$ cat config.mk
export PLATFORM = sky130hd
export DESIGN_NAME = cache_port_arbiter_flat
export DESIGN_NICKNAME = d
export VERILOG_FILES = /design/src/rtl/cache_port_arbiter_pkg.sv /design/src/rtl/cache_port_arbiter_if.sv /design/src/rtl/cache_port_arbiter_rr.sv /design/src/rtl/cache_port_arbiter.sv /design/src/flat_wrapper.sv
export SDC_FILE = /design/constraint.sdc
export NUM_CORES = 1
export LEC_CHECK = 0
export CAP_MARGIN = 20
export CORE_MARGIN = 1.5
export CORE_UTILIZATION = 35
export CTS_CLUSTER_DIAMETER = 120
export DETAILED_ROUTE_END_ITERATION = 6
export HOLD_SLACK_MARGIN = 0.06
export PLACE_DENSITY = 0.73
export SETUP_SLACK_MARGIN = 0.3
export SYNTH_ARGS = -nofsm -noshare
export SYNTH_HDL_FRONTEND = slang
export SYNTH_SLANG_ARGS = --single-unit
$ cat constraint.sdc
create_clock -name clk -period 2.11 [get_ports clk]
set_clock_uncertainty 0.1 [all_clocks]
set_input_delay 0.3165 -clock clk [delete_from_list [all_inputs] [get_ports clk]]
set_output_delay 0.3165 -clock clk [all_outputs]
set_load 0.01 [all_outputs]
$ cat src/rtl/cache_port_arbiter_pkg.sv
// cache_arb_pkg: shared types and constants for cache_port_arbiter.
//   state_t  : access sequencer states
//   req_t    : latched request (addr, wd, we, addr_mode, port)
//   sat_inc  : saturating increment used by the optional performance counters
package cache_arb_pkg;
    // Request fields are ARB_DW wide; the arbiter is instantiated with DATA_WIDTH == ARB_DW.
    localparam int ARB_DW = 32;
    localparam logic PORT_FETCH = 1'b0;
    localparam logic PORT_DATA  = 1'b1;
    typedef enum logic [2:0] {IDLE, LOOKUP, WRITEBACK, REFILL, REPLAY, RESP} state_t;
    typedef struct packed {
        logic [ARB_DW-1:0] addr;
        logic [ARB_DW-1:0] wd;
        logic              we;
        logic              addr_mode;
        logic              port;
    } req_t;
    function automatic logic [31:0] sat_inc(input logic [31:0] v);
        return v + 32'(v != '1);
    endfunction
endpackage

$ cat src/rtl/cache_port_arbiter_if.sv
// cache_port_arbiter_if: requester handshakes and cache-side bus of cache_port_arbiter.
//   master : requesters and cache (drive req0_*/req1_* requests, c_rd, c_hit, c_evict)
//   slave  : the arbiter (drives ready/rvalid/rdata, c_en/c_addr/c_wd/c_we/c_addr_mode, ram_busy)
//   CACHE_ARB_PERF_EN adds hit_count, miss_count, wb_count (arbiter outputs).
interface cache_port_arbiter_if #(parameter int DATA_WIDTH = 32);
    logic                  req0_valid, req0_ready, req0_rvalid;
    logic [DATA_WIDTH-1:0] req0_addr, req0_rdata;
    logic                  req1_valid, req1_we, req1_addr_mode, req1_ready, req1_rvalid;
    logic [DATA_WIDTH-1:0] req1_addr, req1_wd, req1_rdata;
    logic                  c_en, c_we, c_addr_mode, c_hit, c_evict, ram_busy;
    logic [DATA_WIDTH-1:0] c_addr, c_wd, c_rd;
`ifdef CACHE_ARB_PERF_EN
    logic [31:0]           hit_count, miss_count, wb_count;
`endif
    modport master (
        output req0_valid, req0_addr, req1_valid, req1_we, req1_addr_mode, req1_addr, req1_wd,
               c_rd, c_hit, c_evict,
        input  req0_ready, req0_rvalid, req0_rdata, req1_ready, req1_rvalid, req1_rdata,
               c_en, c_addr, c_wd, c_we, c_addr_mode, ram_busy
`ifdef CACHE_ARB_PERF_EN
        , input hit_count, miss_count, wb_count
`endif
    );
    modport slave (
        input  req0_valid, req0_addr, req1_valid, req1_we, req1_addr_mode, req1_addr, req1_wd,
               c_rd, c_hit, c_evict,
        output req0_ready, req0_rvalid, req0_rdata, req1_ready, req1_rvalid, req1_rdata,
               c_en, c_addr, c_wd, c_we, c_addr_mode, ram_busy
`ifdef CACHE_ARB_PERF_EN
        , output hit_count, miss_count, wb_count
`endif
    );
endinterface

$ cat src/rtl/cache_port_arbiter_rr.sv
// cache_arb_rr: two-way round-robin grant with last-granted pointer.
//   clk, rst_n : clock, asynchronous active-low reset (pointer -> port 0)
//   valid_i    : request valids {port1, port0}
//   en_i       : arbitration enabled; the pointer moves to the granted port when a grant is issued
//   grant_o    : one-hot combinational grant
module cache_arb_rr
    import cache_arb_pkg::*;
(
    input  logic       clk,
    input  logic       rst_n,
    input  logic [1:0] valid_i,
    input  logic       en_i,
    output logic [1:0] grant_o
);
    logic ptr_q, ptr_d;
    // Under contention the port that did not win last time is favoured.
    always_comb begin
        grant_o[1] = valid_i[1] & (!valid_i[0] | ptr_q == PORT_FETCH);
        grant_o[0] = valid_i[0] & (!valid_i[1] | ptr_q == PORT_DATA);
        ptr_d      = (en_i & |valid_i) ? grant_o[1] : ptr_q;
    end
    always_ff @(posedge clk or negedge rst_n)
        if (!rst_n) ptr_q <= PORT_FETCH;
        else        ptr_q <= ptr_d;
endmodule

$ cat src/rtl/cache_port_arbiter.sv
// cache_port_arbiter: shares one cache port between fetch (port 0) and load/store (port 1).
//   clk, rst_n : clock, asynchronous active-low reset
//   bus        : cache_port_arbiter_if.slave -- requester handshakes, c_* cache strobes, ram_busy
//   Each accepted access runs LOOKUP, optional WRITEBACK/REFILL/REPLAY, then a one-cycle rvalid in RESP.
//   CACHE_ARB_PERF_EN adds saturating hit/miss/write-back counters on the interface.
module cache_port_arbiter
    import cache_arb_pkg::*;
#(
    parameter int DATA_WIDTH  = ARB_DW,
    parameter int RAM_LATENCY = 4,
    parameter int WB_LATENCY  = 2
) (
    input  logic                 clk,
    input  logic                 rst_n,
    cache_port_arbiter_if.slave  bus
);
    localparam int CW = $clog2(RAM_LATENCY > WB_LATENCY ? RAM_LATENCY : WB_LATENCY) + 1;
    localparam logic [CW-1:0] RAM_LOAD = CW'(RAM_LATENCY - 1);
    localparam logic [CW-1:0] WB_LOAD  = CW'(WB_LATENCY - 1);
    state_t                  state_q;
    logic [CW-1:0]           cnt_q;
    req_t                    req_q;
    logic [DATA_WIDTH-1:0]   rdata_q;
    logic [1:0]              grant;
    logic                    idle, cache_cyc, resp;
`ifdef CACHE_ARB_PERF_EN
    logic [31:0]             hit_q, miss_q, wb_q;
    assign bus.hit_count  = hit_q;
    assign bus.miss_count = miss_q;
    assign bus.wb_count   = wb_q;
`endif
    assign idle      = state_q == IDLE;
    assign cache_cyc = state_q == LOOKUP || state_q == REPLAY;
    assign resp      = state_q == RESP;
    cache_arb_rr u_rr (
        .clk,
        .rst_n,
        .valid_i ({bus.req1_valid, bus.req0_valid}),
        .en_i    (idle),
        .grant_o (grant)
    );
    // Ready is masked by rst_n so every output reads 0 while reset is asserted.
    assign bus.req0_ready  = rst_n & idle & grant[0];
    assign bus.req1_ready  = rst_n & idle & grant[1];
    assign bus.req0_rvalid = resp & req_q.port == PORT_FETCH;
    assign bus.req1_rvalid = resp & req_q.port == PORT_DATA;
    assign bus.req0_rdata  = bus.req0_rvalid ? rdata_q : '0;
    assign bus.req1_rdata  = bus.req1_rvalid ? rdata_q : '0;
    assign bus.c_en        = cache_cyc;
    assign bus.c_addr      = cache_cyc ? DATA_WIDTH'(req_q.addr) : '0;
    assign bus.c_wd        = cache_cyc ? DATA_WIDTH'(req_q.wd) : '0;
    assign bus.c_we        = cache_cyc & req_q.we;
    assign bus.c_addr_mode = cache_cyc & req_q.addr_mode;
    assign bus.ram_busy    = state_q == WRITEBACK || state_q == REFILL;
    always_ff @(posedge clk or negedge rst_n) begin
        if (!rst_n) begin
            state_q <= IDLE;
            cnt_q   <= '0;
            req_q   <= '0;
            rdata_q <= '0;
`ifdef CACHE_ARB_PERF_EN
            hit_q   <= '0;
            miss_q  <= '0;
            wb_q    <= '0;
`endif
        end else begin
            case (state_q)
                IDLE: if (|grant) begin
                    req_q   <= grant[1] ? '{addr: ARB_DW'(bus.req1_addr), wd: ARB_DW'(bus.req1_wd),
                                            we: bus.req1_we, addr_mode: bus.req1_addr_mode, port: PORT_DATA}
                                        : '{addr: ARB_DW'(bus.req0_addr), wd: '0,
                                            we: 1'b0, addr_mode: 1'b0, port: PORT_FETCH};
                    state_q <= LOOKUP;
                end
                LOOKUP: begin
`ifdef CACHE_ARB_PERF_EN
                    if (bus.c_hit) hit_q <= sat_inc(hit_q);
                    else           miss_q <= sat_inc(miss_q);
                    if (!bus.c_hit && bus.c_evict) wb_q <= sat_inc(wb_q);
`endif
                    if (bus.c_hit) begin
                        rdata_q <= req_q.we ? '0 : bus.c_rd;
                        state_q <= RESP;
                    end else if (bus.c_evict) begin
                        cnt_q   <= WB_LOAD;
                        state_q <= WRITEBACK;
                    end else begin
                        cnt_q   <= RAM_LOAD;
                        state_q <= REFILL;
                    end
                end
                WRITEBACK: if (cnt_q == '0) begin
                    cnt_q   <= RAM_LOAD;
                    state_q <= REFILL;
                end else cnt_q <= cnt_q - CW'(1);
                REFILL: if (cnt_q == '0) state_q <= REPLAY;
                        else             cnt_q   <= cnt_q - CW'(1);
                // A replay miss means the refill did not install the word; wait for another refill.
                REPLAY: if (bus.c_hit) begin
                    rdata_q <= req_q.we ? '0 : bus.c_rd;
                    state_q <= RESP;
                end else begin
                    cnt_q   <= RAM_LOAD;
                    state_q <= REFILL;
                end
                RESP:    state_q <= IDLE;
                default: state_q <= IDLE;
            endcase
        end
    end
endmodule

$ cat src/flat_wrapper.sv
// flat-port wrapper written by rule: the top's interface ports become plain ports
module cache_port_arbiter_flat import cache_arb_pkg::*;
#(
    parameter int DATA_WIDTH  = ARB_DW,
    parameter int RAM_LATENCY = 4,
    parameter int WB_LATENCY  = 2
)
  (clk, rst_n, bus_req0_valid, bus_req0_addr, bus_req1_valid, bus_req1_we, bus_req1_addr_mode, bus_req1_addr, bus_req1_wd, bus_c_rd, bus_c_hit, bus_c_evict, bus_req0_ready, bus_req0_rvalid, bus_req0_rdata, bus_req1_ready, bus_req1_rvalid, bus_req1_rdata, bus_c_en, bus_c_addr, bus_c_wd, bus_c_we, bus_c_addr_mode, bus_ram_busy);
  cache_port_arbiter_if #(.DATA_WIDTH(DATA_WIDTH)) bus_i ();
  input  logic clk;
  input  logic rst_n;
  input wire logic [$bits(bus_i.req0_valid)-1:0] bus_req0_valid;
  input wire logic [$bits(bus_i.req0_addr)-1:0] bus_req0_addr;
  input wire logic [$bits(bus_i.req1_valid)-1:0] bus_req1_valid;
  input wire logic [$bits(bus_i.req1_we)-1:0] bus_req1_we;
  input wire logic [$bits(bus_i.req1_addr_mode)-1:0] bus_req1_addr_mode;
  input wire logic [$bits(bus_i.req1_addr)-1:0] bus_req1_addr;
  input wire logic [$bits(bus_i.req1_wd)-1:0] bus_req1_wd;
  input wire logic [$bits(bus_i.c_rd)-1:0] bus_c_rd;
  input wire logic [$bits(bus_i.c_hit)-1:0] bus_c_hit;
  input wire logic [$bits(bus_i.c_evict)-1:0] bus_c_evict;
  output wire logic [$bits(bus_i.req0_ready)-1:0] bus_req0_ready;
  output wire logic [$bits(bus_i.req0_rvalid)-1:0] bus_req0_rvalid;
  output wire logic [$bits(bus_i.req0_rdata)-1:0] bus_req0_rdata;
  output wire logic [$bits(bus_i.req1_ready)-1:0] bus_req1_ready;
  output wire logic [$bits(bus_i.req1_rvalid)-1:0] bus_req1_rvalid;
  output wire logic [$bits(bus_i.req1_rdata)-1:0] bus_req1_rdata;
  output wire logic [$bits(bus_i.c_en)-1:0] bus_c_en;
  output wire logic [$bits(bus_i.c_addr)-1:0] bus_c_addr;
  output wire logic [$bits(bus_i.c_wd)-1:0] bus_c_wd;
  output wire logic [$bits(bus_i.c_we)-1:0] bus_c_we;
  output wire logic [$bits(bus_i.c_addr_mode)-1:0] bus_c_addr_mode;
  output wire logic [$bits(bus_i.ram_busy)-1:0] bus_ram_busy;
  assign bus_i.req0_valid = bus_req0_valid;
  assign bus_i.req0_addr = bus_req0_addr;
  assign bus_i.req1_valid = bus_req1_valid;
  assign bus_i.req1_we = bus_req1_we;
  assign bus_i.req1_addr_mode = bus_req1_addr_mode;
  assign bus_i.req1_addr = bus_req1_addr;
  assign bus_i.req1_wd = bus_req1_wd;
  assign bus_i.c_rd = bus_c_rd;
  assign bus_i.c_hit = bus_c_hit;
  assign bus_i.c_evict = bus_c_evict;
  assign bus_req0_ready = bus_i.req0_ready;
  assign bus_req0_rvalid = bus_i.req0_rvalid;
  assign bus_req0_rdata = bus_i.req0_rdata;
  assign bus_req1_ready = bus_i.req1_ready;
  assign bus_req1_rvalid = bus_i.req1_rvalid;
  assign bus_req1_rdata = bus_i.req1_rdata;
  assign bus_c_en = bus_i.c_en;
  assign bus_c_addr = bus_i.c_addr;
  assign bus_c_wd = bus_i.c_wd;
  assign bus_c_we = bus_i.c_we;
  assign bus_c_addr_mode = bus_i.c_addr_mode;
  assign bus_ram_busy = bus_i.ram_busy;
  cache_port_arbiter #(.DATA_WIDTH(DATA_WIDTH), .RAM_LATENCY(RAM_LATENCY), .WB_LATENCY(WB_LATENCY)) u_core (.clk(clk), .rst_n(rst_n), .bus(bus_i));
endmodule
## Word-level counts from Yosys, hierarchy flattened

Index checks and enable logic that the tools add are counted.

| word-level totals | value |
|---|---|
| memories kept | 0 |
| memory bits (writable) | 0 |
| bits of input ports | 136 |
| bits in latches | 0 |
| register bits | 106 |
| bits in read-only memories | 0 |
| word-level logic and storage cells | 68 |

| cells by class | value |
|---|---|
| divide/modulo/power cells | 0 |
| multiplexer cells | 19 |
| eq/ne operators | 11 |
| shift-type cells | 0 |
| reduce and logical (&&, ||, !) cells | 14 |
| order comparisons | 0 |
| add/sub/neg operators | 1 |
| $mul | 0 |
| bitwise gates (word level) | 14 |

Operators by type and width:

| operator | number |
|---|---|
| two-way mux 32 bit | 5 |
| two-way mux 67 bit | 1 |
| two-way mux 3 bit | 9 |
| case mux 3 bit (5 select lines) | 1 |
| != test 2 bit (second input constant) | 6 |
| case mux 3 bit (4 select lines) | 1 |
| bitwise AND 1 bit | 10 |
| equality test 3 x 2 -> 1 bit (second input constant) | 2 |
| equality test 3 bit (second input constant) | 2 |
| zero test 3 bit | 2 |
| OR reduction 2 bit | 3 |
| AND reduction 2 bit | 2 |
| AND reduction 4 bit | 1 |
| nonzero test 4 bit | 1 |
| equality test 3 x 1 -> 1 bit (second input constant) | 1 |
| AND reduction 3 bit | 1 |
| subtractor 3 x 1 -> 3 bit (second input constant) | 1 |
| zero test 1 bit | 2 |
| logical OR 1 bit | 2 |
| two-way mux 2 bit | 1 |
| inverter 1 bit | 2 |
| bitwise OR 1 bit | 2 |
| two-way mux 1 bit | 1 |

## Logic depth before layout (Yosys ltp)

| logic depth | value |
|---|---|
| depth in word-level cells | 6 |
| gate-level depth with buffers | 7 |
| depth with buffers taken out | 6 |

## By module

From an unflattened synthesis, not the netlist that was laid out.

| unflattened totals | value |
|---|---|
| cell total of the unflattened synthesis | 516 |
| area total of the unflattened synthesis | 5,418.9 µm² |

By module, submodules not included:

| module | area an instance (µm²) | cells an instance | times used | seq. area each (µm²) |
|---|---|---|---|---|
| cache_port_arbiter | 5,363.9 | 510 | 1 | 2,627.5 |
| cache_arb_rr | 55.1 | 6 | 1 | 25.0 |

## Least setup slack after synthesis

Ideal clock, no wire load.

| timing | value |
|---|---|
| kind | reg2out |
| start | register u_core.state_q[1] |
| end | output port bus_req0_rdata[20] |
| path slack | 0.337 ns |
| required time | 1.694 ns |
| cell stages (with the launch flop) | 5 |
| arrival time | 1.356 ns |
| cell sequence | dfrtp_1 buf_2 nor3_1 clkbuf_1 and2_1 |

| between the ends | value |
|---|---|
| word-level cells in the longest chain between the ends | 3 |

RTL lines:

| item | RTL line | RTL |
|---|---|---|
| start: declaration | cache_port_arbiter.sv:20 | `state_t state_q;` |
| start signal: assignment | cache_port_arbiter.sv:57 | `state_q <= IDLE;` |
| start signal: assignment | cache_port_arbiter.sv:73 | `state_q <= LOOKUP;` |
| start signal: assignment | cache_port_arbiter.sv:83 | `state_q <= RESP;` |
| equality test 3 bit | cache_port_arbiter.sv:34 | `assign resp = state_q == RESP;` |
| bitwise AND 1 bit | cache_port_arbiter.sv:45 | `assign bus.req0_rvalid = resp & req_q.port == PORT_FETCH;` |
| named net bus_req0_rvalid | flat_wrapper.sv:23 | `output wire logic [$bits(bus_i.req0_rvalid)-1:0] bus_req0_rvalid;` |
| two-way mux 32 bit | cache_port_arbiter.sv:47 | `assign bus.req0_rdata = bus.req0_rvalid ? rdata_q : '0;` |
| end: declaration | flat_wrapper.sv:24 | `output wire logic [$bits(bus_i.req0_rdata)-1:0] bus_req0_rdata;` |

The timed path passes the listed nets, and every way through them passes these cells.

## Worst setup path after layout

| timing | value |
|---|---|
| start | register u_core.state_q[0] |
| end | output port bus_c_addr[0] |

| between the ends | value |
|---|---|
| word-level cells in the longest chain between the ends | 3 |
| elaborated cells on any way between the ends | 4 |

RTL lines:

| item | RTL line | RTL |
|---|---|---|
| equality test 3 x 1 -> 1 bit / equality test 3 bit (equally long branches) | cache_port_arbiter.sv:33 | `assign cache_cyc = state_q == LOOKUP \|\| state_q == REPLAY;` |
| logical OR 1 bit (*) | cache_port_arbiter.sv:33 |  |
| two-way mux 32 bit (*) | cache_port_arbiter.sv:50 | `assign bus.c_addr = cache_cyc ? DATA_WIDTH'(req_q.addr) : '0;` |
| end: declaration | flat_wrapper.sv:29 | `output wire logic [$bits(bus_i.c_addr)-1:0] bus_c_addr;` |

Every way passes the cells marked *; elsewhere a longest branch is shown, timed or not.

==> impl_results.html <==
<table>
<tr><th>Metric</th><th>Value</th></tr>
<tr><th colspan="2">STA</th></tr>
<tr><td>Worst slew margin</td><td>57.8%</td></tr>
<tr><td>Highest achievable clock rate</td><td>454 MHz</td></tr>
<tr><td>Final hold violations</td><td>0</td></tr>
<tr><td>Final worst-path cycle share</td><td>104%</td></tr>
<tr><td>Final Worst Setup Slack</td><td>-0.0921 ns</td></tr>
<tr><td>Transition time of the tightest slew-check pin</td><td>between 0.6 and 0.7 ns</td></tr>
<tr><td>Pins over their slew limit</td><td>0</td></tr>
<tr><td>Setup repair after global routing missed its margin</td><td>true</td></tr>
<tr><td>Total negative slack</td><td>-2.77 ns</td></tr>
<tr><td>Worst Hold Margin</td><td>0.358 ns</td></tr>
<tr><td>Post-layout min period</td><td>roughly 2.2 ns</td></tr>
<tr><td>Final setup fails</td><td>~50</td></tr>
<tr><th colspan="2">Placement</th></tr>
<tr><td>Half-perimeter wire length of the detailed placement result</td><td>between 10000 and 15000 um</td></tr>
<tr><td>Routability-driven placement congestion ratio</td><td>0.799</td></tr>
<tr><td>Number of port buffers</td><td>~270</td></tr>
<tr><td>Worst slack at placement</td><td>-0.0279 ns</td></tr>
<tr><td>Placed Cells</td><td>between 1000 and 1500</td></tr>
<tr><th colspan="2">Cells and area</th></tr>
<tr><td>Final antenna diode count</td><td>0</td></tr>
<tr><td>Number of fillers in the final layout</td><td>1384</td></tr>
<tr><td>Area delta synth-&gt;final</td><td>69.4%</td></tr>
<tr><td>Final standard cell count with taps included and fillers excluded</td><td>between 1000 and 1500</td></tr>
<tr><td>Share of post-route cells with drive strength above 1</td><td>between 30% and 40%</td></tr>
<tr><td>Number of nets in the final layout</td><td>between 1000 and 1500</td></tr>
<tr><td>Multi-input combinational cell area</td><td>about 0.0030 mm2</td></tr>
<tr><td>Sequential Area</td><td>0.00265 mm2</td></tr>
<tr><th colspan="2">Worst setup path</th></tr>
<tr><td>RR Startpoint</td><td>u_core.state_q[0]</td></tr>
<tr><td>Required time at the worst-slack endpoint</td><td>~1.7 ns</td></tr>
<tr><td>Setup Crit Path Kind</td><td>flip-flop to output port</td></tr>
<tr><td>Critical path arrival</td><td>approximately 1.8 ns</td></tr>
<tr><td>Sort of element at the start of the critical path</td><td>flip-flop</td></tr>
<tr><td>Maximum fanout count along the critical path</td><td>6</td></tr>
<tr><td>Crit path from</td><td>u_core.state_q[0]</td></tr>
<tr><td>Type of element capturing the critical path</td><td>output port</td></tr>
<tr><th colspan="2">Flow run</th></tr>
<tr><td>Number of violations of the max-capacitance limit</td><td>0</td></tr>
<tr><th colspan="2">Synthesis</th></tr>
<tr><td>Sequential cell area fraction in the yosys report</td><td>roughly 46%</td></tr>
<tr><td>Number of flip-flops and latches in the synthesized netlist</td><td>approximately 110</td></tr>
<tr><td>Ranking of synthesized cells by area</td><td>dfrtp_1 (46%), and2_1 (14%), nand2_1 (9.1%), mux2_4 (7.6%), nor2b_1 (3.6%)</td></tr>
<tr><td>Netlist area before placement</td><td>approximately 0.0057 mm2</td></tr>
<tr><td>Library cell with the largest summed area after synthesis</td><td>dfrtp_1</td></tr>
<tr><td>Yosys top cell area share</td><td>a little under half</td></tr>
<tr><td>Cell count after synthesis</td><td>approximately 630</td></tr>
<tr><td>Warning count from the yosys run</td><td>0</td></tr>
<tr><td>Number of flops mapped to enable cells by yosys</td><td>0</td></tr>
<tr><td>Primary flip-flop cell chosen by synthesis mapping</td><td>dfrtp_1</td></tr>
<tr><td>Nets in the synthesized netlist</td><td>between 700 and 800</td></tr>
<tr><td>Fraction of registers with async set/reset</td><td>100%</td></tr>
<tr><td>Syn Area/Cell</td><td>between 9 and 10 um2</td></tr>
<tr><td>Number of distinct library cell variants in the gate-level netlist after synthesis</td><td>38</td></tr>
<tr><th colspan="2">Drt</th></tr>
<tr><td>Via count of the routed design</td><td>~5500</td></tr>
<tr><td>First DRT Iteration DRCs</td><td>between 100 and 150</td></tr>
<tr><td>Drc violations</td><td>0</td></tr>
<tr><td>Number of optimization iterations in the first detailed-route pass</td><td>4</td></tr>
<tr><td>Post-DRT Antenna Nets</td><td>0</td></tr>
<tr><td>WL/cell</td><td>between 15 and 20 um</td></tr>
<tr><td>Routed WL</td><td>about 20000 um</td></tr>
<tr><td>Via count normalized by instance count</td><td>slightly below 5</td></tr>
<tr><th colspan="2">Floorplanning</th></tr>
<tr><td>Die Footprint</td><td>roughly 0.017 mm2</td></tr>
<tr><td>Die width</td><td>between 100 and 150 um</td></tr>
<tr><td>Vert. Die Dim</td><td>between 100 and 150 um</td></tr>
<tr><td>Initial Utilization</td><td>a little over a third</td></tr>
<tr><td>Core Rows</td><td>46</td></tr>
<tr><td>Placeable core area</td><td>about 0.016 mm2</td></tr>
<tr><td>Number of top-level design ports</td><td>roughly 270</td></tr>
<tr><th colspan="2">Clock network</th></tr>
<tr><td>Clock buffers created by TritonCTS</td><td>9</td></tr>
<tr><td>Deepest level of the CTS H-tree</td><td>3</td></tr>
<tr><td>CTS tree</td><td>built</td></tr>
<tr><td>Number of buffers between clock root and the deepest sink</td><td>2</td></tr>
<tr><td>Cell chosen for the clock root</td><td>clkbuf_16</td></tr>
<tr><td>Clk Latency, worst-skew pair</td><td>approximately 0.34 ns</td></tr>
<tr><td>Clock Sinks</td><td>between 100 and 150</td></tr>
<tr><td>Clock-pin slew reported for the worst setup and hold paths after clock tree synthesis</td><td>roughly 0.07 ns</td></tr>
<tr><th colspan="2">Power</th></tr>
<tr><td>Internal portion of total power</td><td>roughly 0.0086 W</td></tr>
<tr><td>Clk pwr share</td><td>between 10% and 20%</td></tr>
<tr><td>Leak</td><td>between 4 and 5 nW</td></tr>
<tr><td>Net switching power of the design</td><td>0.00466 W</td></tr>
<tr><td>Total power draw</td><td>roughly 0.013 W</td></tr>
<tr><td>Part of the power in registers</td><td>26.8%</td></tr>
<tr><td>Switching Fraction</td><td>between 30% and 40%</td></tr>
<tr><td>Proportion of power drawn by combinational gates</td><td>around three fifths</td></tr>
<tr><td>Areal power density over the cells</td><td>~1400 mW/mm2</td></tr>
<tr><td>Maximum resistive drop on vdd</td><td>around 740 uV</td></tr>
<tr><th colspan="2">Hold path</th></tr>
<tr><td>Origin of the worst min-delay path</td><td>u_core.req_q[18]</td></tr>
<tr><td>Type of the tightest min-delay check</td><td>flip-flop to flip-flop</td></tr>
<tr><th colspan="2">Global routing</th></tr>
<tr><td>Pin count of the biggest net entering global routing</td><td>107</td></tr>
<tr><td>Antenna violations before repair</td><td>0</td></tr>
<tr><td>Total Routing Usage GR</td><td>22.0%</td></tr>
<tr><td>First-pass GRT wire length</td><td>about 29000 um</td></tr>
<tr><td>GRT overflow</td><td>0</td></tr>
<tr><td>Via count of the first global-routing pass</td><td>roughly 5300</td></tr>
<tr><th colspan="2">Outcome</th></tr>
<tr><td>Violations in the final reports</td><td>negative setup slack</td></tr>
<tr><td>Run status</td><td>finished, violations left</td></tr>
</table>
==> flip-flops by register name, summed over array words and instances, names as in the netlist <==
name,flops
u_core.cnt_q,3
u_core.req_q,67
u_core.state_q,3
u_core.u_rr.ptr_q,1
u_core.rdata_q,32
==> power by group through the flow <==
stage / registers (W) / clock network, W / logic (W)
floorplan: 0.00328 / 0 / 0.00335
global placement: 0.00350 / 0 / 0.00557
detailed placement: 0.00353 / 0 / 0.00561
CTS: 0.00353 / 0.00187 / 0.00707
global route: 0.00366 / 0.00194 / 0.00841
finish: 0.00356 / 0.00181 / 0.00788
==> through the flow <==
step | instance area (um2) | utilization [%]
floorplan | 5740 | -
global placement | 8750 | 54.9
detailed placement | 8750 | 54.9
CTS | 9270 | 58.1
global route | 9730 | 61.0
finish | 9730 | 61.0
==> final timing paths <==
check | to | slack, ns | depth (start not counted)
worst max-delay path | bus_c_addr[0] | -0.09 | 8
worst min-delay path | u_core.req_q[18] | 0.36 | 2
worst max register to register | u_core.rdata_q[30] | -0.01 | 9
worst min register to register | u_core.req_q[18] | 0.36 | 2
max in group asynchronous | u_core.rdata_q[18] | 0.90 | 3
min in group asynchronous | u_core.req_q[43] | 0.47 | 3
==> worst max-delay path, cell delays in order, from the launching register on <==
cell and delay (ns):
dfrtp_1 0.39, buf_6 0.14, xnor2_4 0.18, nor2_4 0.06
buf_12 0.13, buf_12 0.13, buf_16 0.13, and2_4 0.15
buf_6 0.11
==> metal layers <==
metal	vias up	GRT usage, %	routed length (um)	share of wire (%)
li1	2635	-	-	-
met1	2621	26.9	8300	41
met2	252	37.6	9890	49
met3	15	6.13	1750	8.7
met4	0	6.66	248	1.2
met5	-	0	0	0
==> synthesized netlist by cell type, types with 5 or more instances <==
cell type / count
a31oi_1: 32
and2_1: 131
buf_2: 12
buf_4: 5
clkbuf_1: 23
dfrtp_1: 106
mux2_4: 29
nand2_1: 139
nand3_1: 35
nor2_1: 36
nor2b_1: 33
==> layout make-up <==
type                            instances  area share, %
Sequential cell                       106           27.3
Timing Repair Buffer                  337           35.4
Tap cell                              216           2.78
Clock buffer                           11           2.39
Inverter                                4          0.180
Clock inverter                          5          0.810
Multi-Input combinational cell        471           31.2
==> kinds of logic (layout without fill, tap and decap cells) <==
family | Yosys count | in the layout | synth area share [%]
flip-flops | 106 | 106 | 46.2
adder cells (fa/ha/maj) | 2 | 2 | 0.436
multiplexers | 32 | 32 | 8.17
AO/OA/AOI/OAI | 45 | 47 | 5.06
XOR/XNOR | 2 | 2 | 0.436
AND/OR/NAND/NOR | 388 | 388 | 34.3
buffers and inverters | 53 | 357 | 5.43
==> timing repair <==
action	CTS	global route
hold buffers	1	0
endpoints found under the setup margin	229	232
pin swaps	33	16
buffers inserted	15	7
hold endpoints to repair	106	0
resized for setup	649	44
cloned	9	13
==> cells in the final DEF (no fill, tap or decap), types with 33 or more instances in the layout <==
master	synthesis	routed
nand3_1	35	35
nor2_1	36	36
and2_1	131	78
buf_6	4	67
nand2_1	139	138
buf_2	12	81
clkdlybuf4s50_1	0	134
dfrtp_1	106	105
and2_4	1	53
nor2b_1	33	33
(Power assumes the default switching activity.)
